==> config.mk <==
export PLATFORM = sky130hd
export DESIGN_NAME = mem_access_stage
export DESIGN_NICKNAME = d
export VERILOG_FILES = /design/src/rtl/mem_stage_pkg.sv /design/src/rtl/mem_ld_align.sv /design/src/rtl/mem_access_stage.sv
export SDC_FILE = /design/constraint.sdc
export NUM_CORES = 1
export LEC_CHECK = 0
export BUFFER_PORTS_ARGS = -buffer_cell sky130_fd_sc_hd__buf_2
export CAP_MARGIN = 20
export CORE_UTILIZATION = 55
export CTS_CLUSTER_SIZE = 25
export DETAILED_ROUTE_END_ITERATION = 8
export GPL_ROUTABILITY_DRIVEN = 0
export PLACE_DENSITY = 0.86
export SLEW_MARGIN = 20
export SYNTH_ARGS = -nofsm -noshare
export SYNTH_HDL_FRONTEND = slang
export SYNTH_SLANG_ARGS = --single-unit
==> constraint.sdc <==
create_clock -name clk -period 3.55 [get_ports clk]
set_input_delay 0.355 -clock clk [delete_from_list [all_inputs] [get_ports clk]]
set_output_delay 0.355 -clock clk [all_outputs]
set_load 0.02 [all_outputs]
==> src/rtl/mem_stage_pkg.sv <==
// Shared definitions for the MEM stage: load op codes and the width of the
// result bus that MEM hands to WB and to the ID forwarding network.
package mem_stage_pkg;

  // LD_WU and LD_D are only meaningful when the datapath is 64 bits wide.
  typedef enum logic [2:0] {
    LD_W  = 3'd0,
    LD_B  = 3'd1,
    LD_H  = 3'd2,
    LD_BU = 3'd3,
    LD_HU = 3'd4,
    LD_WU = 3'd5,
    LD_D  = 3'd6
  } ld_op_t;

  // The bus carries {we, waddr[4:0], wdata[DATA_W-1:0]}.
  function automatic int rf_bus_w(input int data_w);
    return data_w + 6;
  endfunction

endpackage

==> src/rtl/mem_ld_align.sv <==
// Load data alignment: shift the read beat down to the addressed byte lane,
// then sign- or zero-extend according to the load op.
module mem_ld_align
  import mem_stage_pkg::*;
#(
  parameter int DATA_W = 32
) (
  input  ld_op_t                        ld_op,
  input  logic [$clog2(DATA_W/8)-1:0]   offset,
  input  logic [DATA_W-1:0]             rdata,
  output logic [DATA_W-1:0]             wdata
);

  logic [DATA_W-1:0] shifted;

  assign shifted = rdata >> {offset, 3'b000};

  // Extend the addressed field to the full datapath width.
  always_comb begin
    wdata = shifted;
    case (ld_op)
      LD_B:  wdata = DATA_W'($signed(shifted[7:0]));
      LD_BU: wdata = DATA_W'(shifted[7:0]);
      LD_H:  wdata = DATA_W'($signed(shifted[15:0]));
      LD_HU: wdata = DATA_W'(shifted[15:0]);
      LD_W:  wdata = DATA_W'($signed(shifted[31:0]));
      LD_WU: wdata = DATA_W'(shifted[31:0]);
      LD_D:  wdata = shifted;
      default: wdata = shifted;
    endcase
  end

endmodule

==> src/rtl/mem_access_stage.sv <==
// MEM pipeline stage between EX and WB. Waits for a variable-latency data_ok
// on loads that issued a request, holds a response in a one-entry buffer while
// WB stalls, and drops responses owed to flushed instructions.
// Optional: define MEM_STAGE_ALE_EN to add the mem_ale misaligned-load output.
module mem_access_stage
  import mem_stage_pkg::*;
#(
  parameter int DATA_W    = 32,
  parameter int MAX_OUTST = 2
) (
  input  logic                          clk,
  input  logic                          resetn,
  input  logic                          ex_mem_valid,
  output logic                          mem_allowin,
  input  logic [31:0]                   ex_pc,
  input  logic [2:0]                    ex_ld_op,
  input  logic                          ex_res_from_mem,
  input  logic                          ex_rf_we,
  input  logic [4:0]                    ex_rf_waddr,
  input  logic [DATA_W-1:0]             ex_alu_result,
  input  logic                          ex_req_sent,
  input  logic                          data_sram_data_ok,
  input  logic [DATA_W-1:0]             data_sram_rdata,
  input  logic                          wb_allowin,
  input  logic                          flush,
  output logic                          mem_wb_valid,
  output logic [31:0]                   mem_pc,
  output logic [rf_bus_w(DATA_W)-1:0]   mem_rf_bus,
  output logic                          mem_ld_wait,
  output logic                          mem_discard_busy
`ifdef MEM_STAGE_ALE_EN
  ,output logic                         mem_ale
`endif
);

  localparam int OFF_W = $clog2(DATA_W/8);
  localparam int CNT_W = $clog2(MAX_OUTST + 1);

  logic              mem_valid_q, mem_valid_d;
  logic              buf_v_q, buf_v_d;
  logic [DATA_W-1:0] buf_data_q, buf_data_d;
  logic [CNT_W-1:0]  discard_cnt_q, discard_cnt_d;
  logic [31:0]       pc_q, pc_d;
  ld_op_t            ld_op_q, ld_op_d;
  logic              res_from_mem_q, res_from_mem_d;
  logic              rf_we_q, rf_we_d;
  logic [4:0]        rf_waddr_q, rf_waddr_d;
  logic [DATA_W-1:0] alu_result_q, alu_result_d;
  logic              req_sent_q, req_sent_d;

  logic              discard_hit, owned_ok, ld_req, waiting, ready_go;
  logic              leaving, capture, rf_we_eff;
  logic [CNT_W:0]    discard_sum;
  logic [DATA_W-1:0] rdata_sel, ld_data, wdata;

  // A response is ours only once every response owed to killed requests is gone.
  assign discard_hit = data_sram_data_ok & (discard_cnt_q != '0);
  assign owned_ok    = data_sram_data_ok & ~discard_hit;
  assign ld_req      = mem_valid_q & res_from_mem_q & req_sent_q;
  assign waiting     = ld_req & ~(owned_ok | buf_v_q);
  assign ready_go    = ~waiting;
  assign mem_allowin = ~mem_valid_q | (ready_go & wb_allowin);
  assign mem_wb_valid = mem_valid_q & ready_go & ~flush;
  assign leaving     = mem_valid_q & ready_go & wb_allowin;
  assign capture     = ex_mem_valid & mem_allowin & ~flush;

  // Wider than the counter so an overrun is visible instead of wrapping.
  assign discard_sum = {1'b0, discard_cnt_q}
                     + (CNT_W+1)'(flush & waiting)
                     + (CNT_W+1)'(flush & ex_mem_valid & ex_req_sent)
                     - (CNT_W+1)'(discard_hit);

  assign rdata_sel = buf_v_q ? buf_data_q : data_sram_rdata;

  mem_ld_align #(.DATA_W(DATA_W)) u_align (
    .ld_op  (ld_op_q),
    .offset (alu_result_q[OFF_W-1:0]),
    .rdata  (rdata_sel),
    .wdata  (ld_data)
  );

  assign wdata = res_from_mem_q ? ld_data : alu_result_q;

`ifdef MEM_STAGE_ALE_EN
  logic misalign;

  // Address must be a multiple of the access size.
  always_comb begin
    misalign = 1'b0;
    case (ld_op_q)
      LD_H, LD_HU:  misalign = alu_result_q[0];
      LD_W, LD_WU:  misalign = |alu_result_q[1:0];
      LD_D:         misalign = |alu_result_q[2:0];
      default:      misalign = 1'b0;
    endcase
  end

  assign mem_ale   = mem_valid_q & res_from_mem_q & misalign;
  assign rf_we_eff = rf_we_q & mem_valid_q & ~mem_ale;
`else
  assign rf_we_eff = rf_we_q & mem_valid_q;
`endif

  assign mem_rf_bus       = {rf_we_eff, rf_waddr_q, wdata};
  assign mem_pc           = pc_q;
  assign mem_ld_wait      = waiting;
  assign mem_discard_busy = (discard_cnt_q != '0);

  // Next-state: stage occupancy, captured EX fields, response buffer, discard count.
  always_comb begin
    mem_valid_d    = mem_valid_q;
    buf_v_d        = buf_v_q;
    buf_data_d     = buf_data_q;
    pc_d           = pc_q;
    ld_op_d        = ld_op_q;
    res_from_mem_d = res_from_mem_q;
    rf_we_d        = rf_we_q;
    rf_waddr_d     = rf_waddr_q;
    alu_result_d   = alu_result_q;
    req_sent_d     = req_sent_q;
    discard_cnt_d  = discard_sum[CNT_W-1:0];

    if (flush) begin
      mem_valid_d = 1'b0;
    end else if (mem_allowin) begin
      mem_valid_d = ex_mem_valid;
    end

    if (capture) begin
      pc_d           = ex_pc;
      ld_op_d        = ld_op_t'(ex_ld_op);
      res_from_mem_d = ex_res_from_mem;
      rf_we_d        = ex_rf_we;
      rf_waddr_d     = ex_rf_waddr;
      alu_result_d   = ex_alu_result;
      req_sent_d     = ex_req_sent;
    end

    if (flush || leaving) begin
      buf_v_d = 1'b0;
    end else if (ld_req && owned_ok && !buf_v_q) begin
      buf_v_d    = 1'b1;
      buf_data_d = data_sram_rdata;
    end
  end

  // State registers, cleared asynchronously.
  always_ff @(posedge clk or negedge resetn) begin
    if (!resetn) begin
      mem_valid_q    <= 1'b0;
      buf_v_q        <= 1'b0;
      buf_data_q     <= '0;
      discard_cnt_q  <= '0;
      pc_q           <= '0;
      ld_op_q        <= LD_W;
      res_from_mem_q <= 1'b0;
      rf_we_q        <= 1'b0;
      rf_waddr_q     <= '0;
      alu_result_q   <= '0;
      req_sent_q     <= 1'b0;
    end else begin
      mem_valid_q    <= mem_valid_d;
      buf_v_q        <= buf_v_d;
      buf_data_q     <= buf_data_d;
      discard_cnt_q  <= discard_cnt_d;
      pc_q           <= pc_d;
      ld_op_q        <= ld_op_d;
      res_from_mem_q <= res_from_mem_d;
      rf_we_q        <= rf_we_d;
      rf_waddr_q     <= rf_waddr_d;
      alu_result_q   <= alu_result_d;
      req_sent_q     <= req_sent_d;
    end
  end

endmodule

==> metrics, run 1 <==
Syn Area/Cell 13.09 sq um; number of top-level pins 187; WL per Instance 18.19 um; flop2flop setup slack 1.18 ns; Clk pwr share 0.204; Slew Limit Fails 0; final worst path period share 0.9343; Final setup viols 0; Area contributors post-synth dfrtp_1 48%, mux2_2 17%, mux2_4 7.8%; highest clock rate 301.5 MHz; Max Root-Sink Buffers 2; Max Cap Viol 0; signal arrival time at the worst endpoint 2.96 ns; Lkg Pwr 0.003299 uW; Post-synth EDFFs 0; Synth Net Count 556; initial antenna violation count 1; Syn. warnings 0; area delta synth->final 19.81%; Synth Instances 441; final wirelength 13750 um; cts repair resizes 0; Final Critical Period 3.317 ns; top-count cell post-synth dfrtp_1; Clock Tree Root clkbuf_8; design area 6915 sq um; RSZ-0062 raised after global routing no; Final nets 731; Synth area leader dfrtp_1; CTS Buf Count 9; crit start category register; Synth top area share 0.4812; antenna viol nets, final 0; GR Overflow Total 0; post-synth cell types 45; Switching Share 0.3574; Post-CTS Setup Inserts 0; Post-synth ARST share 1.000; vias in the first global route 4308; core footprint 10230 sq um; die width 104.4 um; post-route DRC violation count 0; Syn Std Cell Area 5772 sq um; Seq pwr share 0.447; drt via density 5.635; VDD IR-drop max 0.3015 mV; row count 37; post-place instance area 6729 sq um; post-DP HPWL 10410 um; H-tree Lvls 3; Die Span Y 104.4 um; crit end category output pin; initial core utilization 0.5641; Iter 0 DRT Violations 245; WS Path Type reg -> out; die area 10910 sq um; cts hold-fix bufs 0; Internal 2387 uW; worst-case clock skew 0.008941 ns; worst endpoint required time 3.19 ns; Via Count 4260; Antenna diodes 0; fraction of layout cells with a size suffix above 1 0.5548; Total GRT Usage 0.2625; crit-path max FO 26; Synth top cells by count 111 x dfrtp_1, 85 x mux2_2, 31 x nor2_1; Hold Crit Class in -> async; # port buffers 186; Rel. slew slack 0.4288; First-pass DRT Iterations 5; Worst Max-Slew Pin Slew 0.8568 ns; CTS tree yes; insertion delay to the later sink of the worst-skew pair 0.38 ns; Yosys reg bits 111; Psw 1328 uW; Cell Pwr Density 537.2 nW/um^2; Hold Vio Cnt, Final 0; largest net degree at the start of global routing 60; Combinational Power Share 0.349; first-pass GRT wire length 22090 um; outcome finished clean; Primary FF master, synth dfrtp_1; final setup TNS 0 ns; sequential element share of the synthesized area 0.4812; Clock Sinks 111; clk slew on worst S/H paths 0.10 ns
[routing by layer]
metal	global-route usage	up-vias	routed length, um
li1	-	1940	-
met1	0.3331	2059	5602
met2	0.4158	232	6575
met3	0.08521	29	1257
met4	0.1061	0	317
met5	0	-	0
[per-stage QoR]
step	utilization	total power (uW)	hold WS [ns]	setup WS, ns	std cells
finish	0.6759	3715	0.002870	0.2334	756
global route	0.6759	3904	0.04417	0.06202	756
CTS	0.6759	3731	0.02180	0.2968	756
detailed placement	0.6577	2980	0.4358	0.7250	741
global placement	0.6577	2923	0.4253	0.8613	741
floorplan	-	2518	0.05941	1.449	441
[path summary, 6_finish.rpt]
kind | startpoint | endpoint | cells past startpoint
worst max-delay path | alu_result_q[1] | mem_rf_bus[27] | 5
worst min register to register | rf_waddr_q[3] | rf_waddr_q[3] | 1
min in group clk | wb_allowin | buf_v_q | 2
worst min-delay path | resetn | alu_result_q[0] | 1
max in group asynchronous | resetn | mem_pc[13] | 2
worst max register to register | buf_v_q | buf_data_q[29] | 4
[power by group through the flow]
stage / Combinational [uW] / Clock, uW / Sequential, uW
after global routing: 1390 / 826 / 1690
after detailed placement: 1300 / 0 / 1680
after global placement: 1260 / 0 / 1670
after CTS: 1300 / 770 / 1660
final: 1300 / 756 / 1660
after floorplan: 809 / 0 / 1710
[registers in the layout (all words and copies together) (netlist names)]
signal	flops
rf_we_q	1
req_sent_q	1
ld_op_q	3
mem_valid_q	1
buf_data_q	32
discard_cnt_q	2
mem_pc	32
rf_waddr_q	5
res_from_mem_q	1
buf_v_q	1
alu_result_q	32
[cells in the final DEF, fill, tap and decap left out, types with 6 or more instances in the layout]
cell type  count
nand2b_1       9
dfrtp_1      110
clkbuf_8       9
mux2_2        85
a31oi_1        6
mux2_4        30
a21oi_1       27
nand2_1       29
o2bb2ai_1      6
mux4_2        14
buf_4          8
mux2i_1       20
buf_2        185
nor2_1        31
[critical path, stage by stage, from the launching register on]
cell,delay (ns)
dfrtp_1,0.92
mux4_2,0.41
o2bb2ai_1,0.17
a32oi_2,0.65
a21oi_1,0.21
buf_2,0.22
[logic make-up after synthesis]
kind of cell	after synthesis	share of synthesized area
flip-flops	111	0.4812
AND/OR/NAND/NOR	86	0.07024
AO/OA/AOI/OAI	58	0.06460
XOR/XNOR	2	0.003035
adder cells (fa/ha/maj)	2	0.005636
multiplexers	149	0.3332
buffers and inverters	33	0.04205
[layout make-up]
| class | instances | area (sq um) |
|---|---|---|
| clock inverters | 5 | 58.81 |
| inverters | 3 | 11.26 |
| repair buffers | 194 | 1006 |
| flip-flops and latches | 111 | 2779 |
| multi-input cells | 297 | 2763 |
| well taps | 136 | 170.2 |
| fillers | 758 | 3316 |
| clock buffers | 10 | 127.6 |
Note: power is estimated with default switching activity, not from simulation.
==> run 2, diff against run 1 <==
CTS_BUF_LIST = sky130_fd_sc_hd__clkbuf_8   (was unset)
==> run 2 against run 1 <==
Compared with the run above: maximum frequency grew 0.12%; critical path type unchanged; die area stayed put; largest cell class unchanged; sequential cell count unchanged; clock-buffer cell count fell by 1; sequential share of layout area did not move; highest routed layer unchanged; register-to-register slack about the same; critical endpoint unchanged; critical path depth stayed put; utilization is the same.
==> metrics, run 2 (synthesis gave the netlist of run 1 again) <==
most frequent cells in the layout 185 x buf_2, 110 x dfrtp_1, 85 x mux2_2; Final nets 731; Cell Pwr Density 536.9 nW/um^2; Final Critical Period 3.313 ns; Antenna diodes 0; WL per Instance 18.20 um; Rel. slew slack 0.4281; H-tree Lvls 3; insertion delay to the later sink of the worst-skew pair 0.38 ns; crit-path max FO 26; core footprint 10230 sq um; Combinational Power Share 0.350; area delta synth->final 19.81%; drt via density 5.616; Via Count 4246; Clk pwr share 0.203; antenna viol nets, final 0; Slew Limit Fails 0; RSZ-0062 raised after global routing no; final setup TNS 0 ns; number of top-level pins 187; signal arrival time at the worst endpoint 2.96 ns; fraction of layout cells with a size suffix above 1 0.5548; Psw 1328 uW; setup ws final 0.2374 ns; Max Cap Viol 0; Hold Vio Cnt, Final 0; Final setup viols 0; Iter 0 DRT Violations 248; GR Overflow Total 0; cts repair resizes 0; Switching Share 0.3577; crit end category output pin; highest clock rate 301.9 MHz; Hold Crit Class in -> async; Lkg Pwr 0.003304 uW; area of the multi-input gates 2763 sq um; First-pass DRT Iterations 5; post-route DRC violation count 0; largest net degree at the start of global routing 60; die area 10910 sq um; vias in the first global route 4308; CTS tree yes; Internal 2385 uW; row count 37; Total GRT Usage 0.2625; Final Core Density 0.6759; first-pass GRT wire length 22090 um; worst-case clock skew 0.008615 ns; commonest non-fill, non-tap cell in the layout buf_2; final worst path period share 0.9331; # fillers 758; Post-CTS Setup Inserts 0; initial core utilization 0.5641; worst endpoint required time 3.19 ns; WS Path Type reg -> out; Worst Max-Slew Pin Slew 0.8579 ns; design area 6915 sq um; # port buffers 186; Seq pwr share 0.447; Clock Tree Root clkbuf_8; Die Span Y 104.4 um; VDD IR-drop max 0.3015 mV; Clock Sinks 111; crit start category register; die width 104.4 um; dpl ws 0.7250 ns; cts hold-fix bufs 0; flip-flop and latch area 2779 sq um; Max Root-Sink Buffers 2; post-DP HPWL 10410 um; initial antenna violation count 1; CTS Buf Count 9; post-place instance area 6729 sq um; outcome finished clean; clk slew on worst S/H paths 0.10 ns; final wirelength 13760 um
==> run 2: final timing paths <==
check | start | end | slack (ns) | depth (start not counted)
worst min-delay path | resetn | alu_result_q[0] | 0.003 | 1
worst max register to register | buf_v_q | buf_data_q[29] | 1.18 | 4
worst min register to register | rf_waddr_q[3] | rf_waddr_q[3] | 0.51 | 1
min in group clk | wb_allowin | buf_v_q | 0.17 | 2
worst max-delay path | alu_result_q[1] | mem_rf_bus[27] | 0.24 | 5
max in group asynchronous | resetn | mem_pc[13] | 2.79 | 2
==> run 2: cell type report <==
cell class,count,share of cell area
flip-flops and latches,111,0.4018
multi-input cells,297,0.3995
repair buffers,194,0.1455
well taps,136,0.02461
clock buffers,9,0.01791
clock inverters,6,0.009047
inverters,3,0.001628
==> run 2: per-layer routing <==
metal | vias up | GRT usage | wire (um)
met5 | - | 0 | 0
met4 | 0 | 0.1061 | 312
met3 | 29 | 0.08521 | 1224
met2 | 214 | 0.4158 | 6596
met1 | 2065 | 0.3331 | 5629
li1 | 1938 | - | -
==> run 2: stage by stage <==
stage / total power [uW] / cells / hold WS (ns)
floorplan: 2518 / 441 / 0.05941
global placement: 2923 / 741 / 0.4253
detailed placement: 2980 / 741 / 0.4358
CTS: 3728 / 756 / 0.02180
global route: 3901 / 756 / 0.04417
finish: 3713 / 756 / 0.002826
==> run 2: critical path: stages (launching register included) <==
cell and delay (ns):
dfrtp_1 0.92, mux4_2 0.41, o2bb2ai_1 0.17, a32oi_2 0.65, a21oi_1 0.21, buf_2 0.22
==> run 2: power groups by stage <==
| stage | registers [uW] | clock network [uW] | logic [uW] |
|---|---|---|---|
| floorplan | 1710 | 0 | 809 |
| finish | 1660 | 754 | 1300 |
| detailed placement | 1680 | 0 | 1300 |
| global placement | 1670 | 0 | 1260 |
| global route | 1690 | 823 | 1390 |
| CTS | 1660 | 767 | 1300 |
==> run 3, diff against run 2 <==
ABC_AREA = 1   (was unset)
PLACE_DENSITY = 0.85   (was 0.86)
==> run 3 against run 2 <==
Compared with the run above: wire length rose by 12%; sequential cell count did not move; via count rose by 34%; total power fell by 4.1%; utilization rose by 0.47 points; largest cell class unchanged.
==> metrics, run 3 <==
cts hold-fix bufs 0; Final Core Density 0.6806; Total GRT Usage 0.2821; placed insts 1108; Synth top cells by count 280 x nand2_1, 111 x dfrtp_1, 111 x inv_1; Synth area leader dfrtp_1; # fillers 937; First-pass DRT Iterations 6; Slew Limit Fails 0; initial core utilization 0.5706; Synth Net Count 935; Max Root-Sink Buffers 2; Clock Tree Root clkbuf_8; first-pass GRT wire length 24730 um; Internal 2172 uW; Primary FF master, synth dfrtp_1; flop2flop setup slack 1.16 ns; Combinational Power Share 0.352; Final nets 1098; initial antenna violation count 0; fraction of layout cells with a size suffix above 1 0.2442; Crit Reg-Reg Endpoint buf_data_q[16]; VDD IR-drop max 0.2607 mV; commonest non-fill, non-tap cell in the layout nand2_1; die area 11230 sq um; final setup TNS 0 ns; worst-case reg-to-reg path depth 10; Rel. slew slack 0.4329; Lkg Pwr 0.004172 uW; Iter 0 DRT Violations 456; worst r2r src res_from_mem_q; final wirelength 15460 um; Hold Crit Class in -> async; Total Power 3559 uW; Cell Pwr Density 502.0 nW/um^2; sequential element share of the synthesized area 0.4674; Worst Max-Slew Pin Slew 0.8507 ns; area delta synth->final 19.28%; outcome finished clean; Final setup viols 0; Switching Share 0.3899; row count 37; Clock Sinks 111; vias in the first global route 5267; clk slew on worst S/H paths 0.11 ns; # port buffers 186; final worst path period share 0.8162; Syn Std Cell Area 5943 sq um; antenna viol nets, final 0; GR Overflow Total 0; post-route DRC violation count 0; crit end category output pin; largest net degree at the start of global routing 88; WL per Instance 13.76 um; Synth top area share 0.4674; worst-case clock skew 0.01743 ns; Area contributors post-synth dfrtp_1 47%, nand2_1 18%, inv_1 7.0%; signal arrival time at the worst endpoint 2.54 ns; RSZ-0062 raised after global routing no; Post-synth ARST share 1.000; Via Count 5684; top-count cell post-synth nand2_1; Post-synth EDFFs 0; CTS tree yes; setup ws final 0.6524 ns; crit start category register; cts repair resizes 0; most frequent cells in the layout 280 x nand2_1, 185 x buf_2, 111 x inv_1, 111 x dfrtp_1, 79 x nand3_1; dpl ws 1.071 ns; Psw 1388 uW; drt via density 5.061; insertion delay to the later sink of the worst-skew pair 0.37 ns; Hold Vio Cnt, Final 0; H-tree Lvls 3; crit-path max FO 17; Max Cap Viol 0; Clk pwr share 0.203; Seq pwr share 0.445; number of top-level pins 187; Die Span Y 106.0 um; Synth Instances 820; post-synth cell types 31; worst endpoint required time 3.19 ns; CTS Buf Count 9; Antenna diodes 0; Finished Layout Cells 1123; Post-CTS Setup Inserts 0; WS Path Type reg -> out; Yosys reg bits 111; post-DP HPWL 11500 um; die width 106.0 um; Syn. warnings 0; highest clock rate 345.1 MHz; core footprint 10420 sq um; Syn Area/Cell 7.248 sq um; Final Critical Period 2.898 ns
run 3: changes by cell type after synthesis, moves of 21 or more:
cell / change
nand2_1: +251
inv_1: +109
nand3_1: +77
mux2_2: -85
buf_2: +21
mux2_4: -30
o21ai_1: +76
run 3: how the worst max path moves through the flow:
stage | start | endpoint | slack, ns | cells past startpoint
global placement | alu_result_q[0] | mem_rf_bus[31] | 1.15 | 9
floorplan | buf_v_q | mem_rf_bus[13] | 1.60 | 10
detailed placement | res_from_mem_q | mem_rf_bus[26] | 1.07 | 10
global route | res_from_mem_q | mem_rf_bus[29] | 0.35 | 9
finish | res_from_mem_q | mem_rf_bus[26] | 0.65 | 10
CTS | res_from_mem_q | mem_rf_bus[26] | 0.66 | 10
run 3: through the flow:
stage	hold slack, ns	cell area, sq um
CTS	0.1120	7089
floorplan	0.05941	5943
global route	0.1408	7089
finish	0.07876	7089
global placement	0.4497	6912
detailed placement	0.4586	6912
run 3: cell families after synthesis:
logic type                 Yosys count  share of synthesized area
xor gates and xnor gates             2                   0.002948
AOI/OAI and AO/OA                  119                     0.1040
DFF                                111                     0.4674
adders and majority gates            2                   0.005473
muxes                                2                   0.003369
and+or+nand+nor                    424                     0.2977
buffers and inverters              160                     0.1192
run 3: final cells by class:
cell class	instances	area [sq um]	share of cell area
multi-input cells	549	2471	0.3486
clock inverters	6	53.80	0.007589
inverters	113	424.2	0.05983
flip-flops and latches	111	2778	0.3918
repair buffers	199	1069	0.1507
well taps	136	170.2	0.02400
clock buffers	9	123.9	0.01747
run 3: layer usage:
metal / vias up / wire length [um] / global-route usage
li1: 2859 / - / -
met1: 2541 / 6508 / 0.3712
met2: 248 / 7267 / 0.4556
met3: 36 / 1285 / 0.06806
met4: 0 / 395 / 0.1022
met5: - / 0 / 0
run 3: power by group through the flow:
stage	Sequential (uW)	Clock (uW)	Combinational [uW]
after floorplan	1650	0	756
after global placement	1600	0	1230
after detailed placement	1600	0	1250
after CTS	1580	735	1250
after global routing	1610	785	1380
final	1580	723	1250
run 3: critical path, cell delays in order (launching register included):
cell and delay, ns:
dfrtp_1 0.67, buf_4 0.30, nand2_1 0.08, inv_1 0.17, nand2_1 0.10, nand3_1 0.31, buf_12 0.20, nand3_1 0.08
nand2_1 0.09, inv_1 0.04, buf_2 0.14
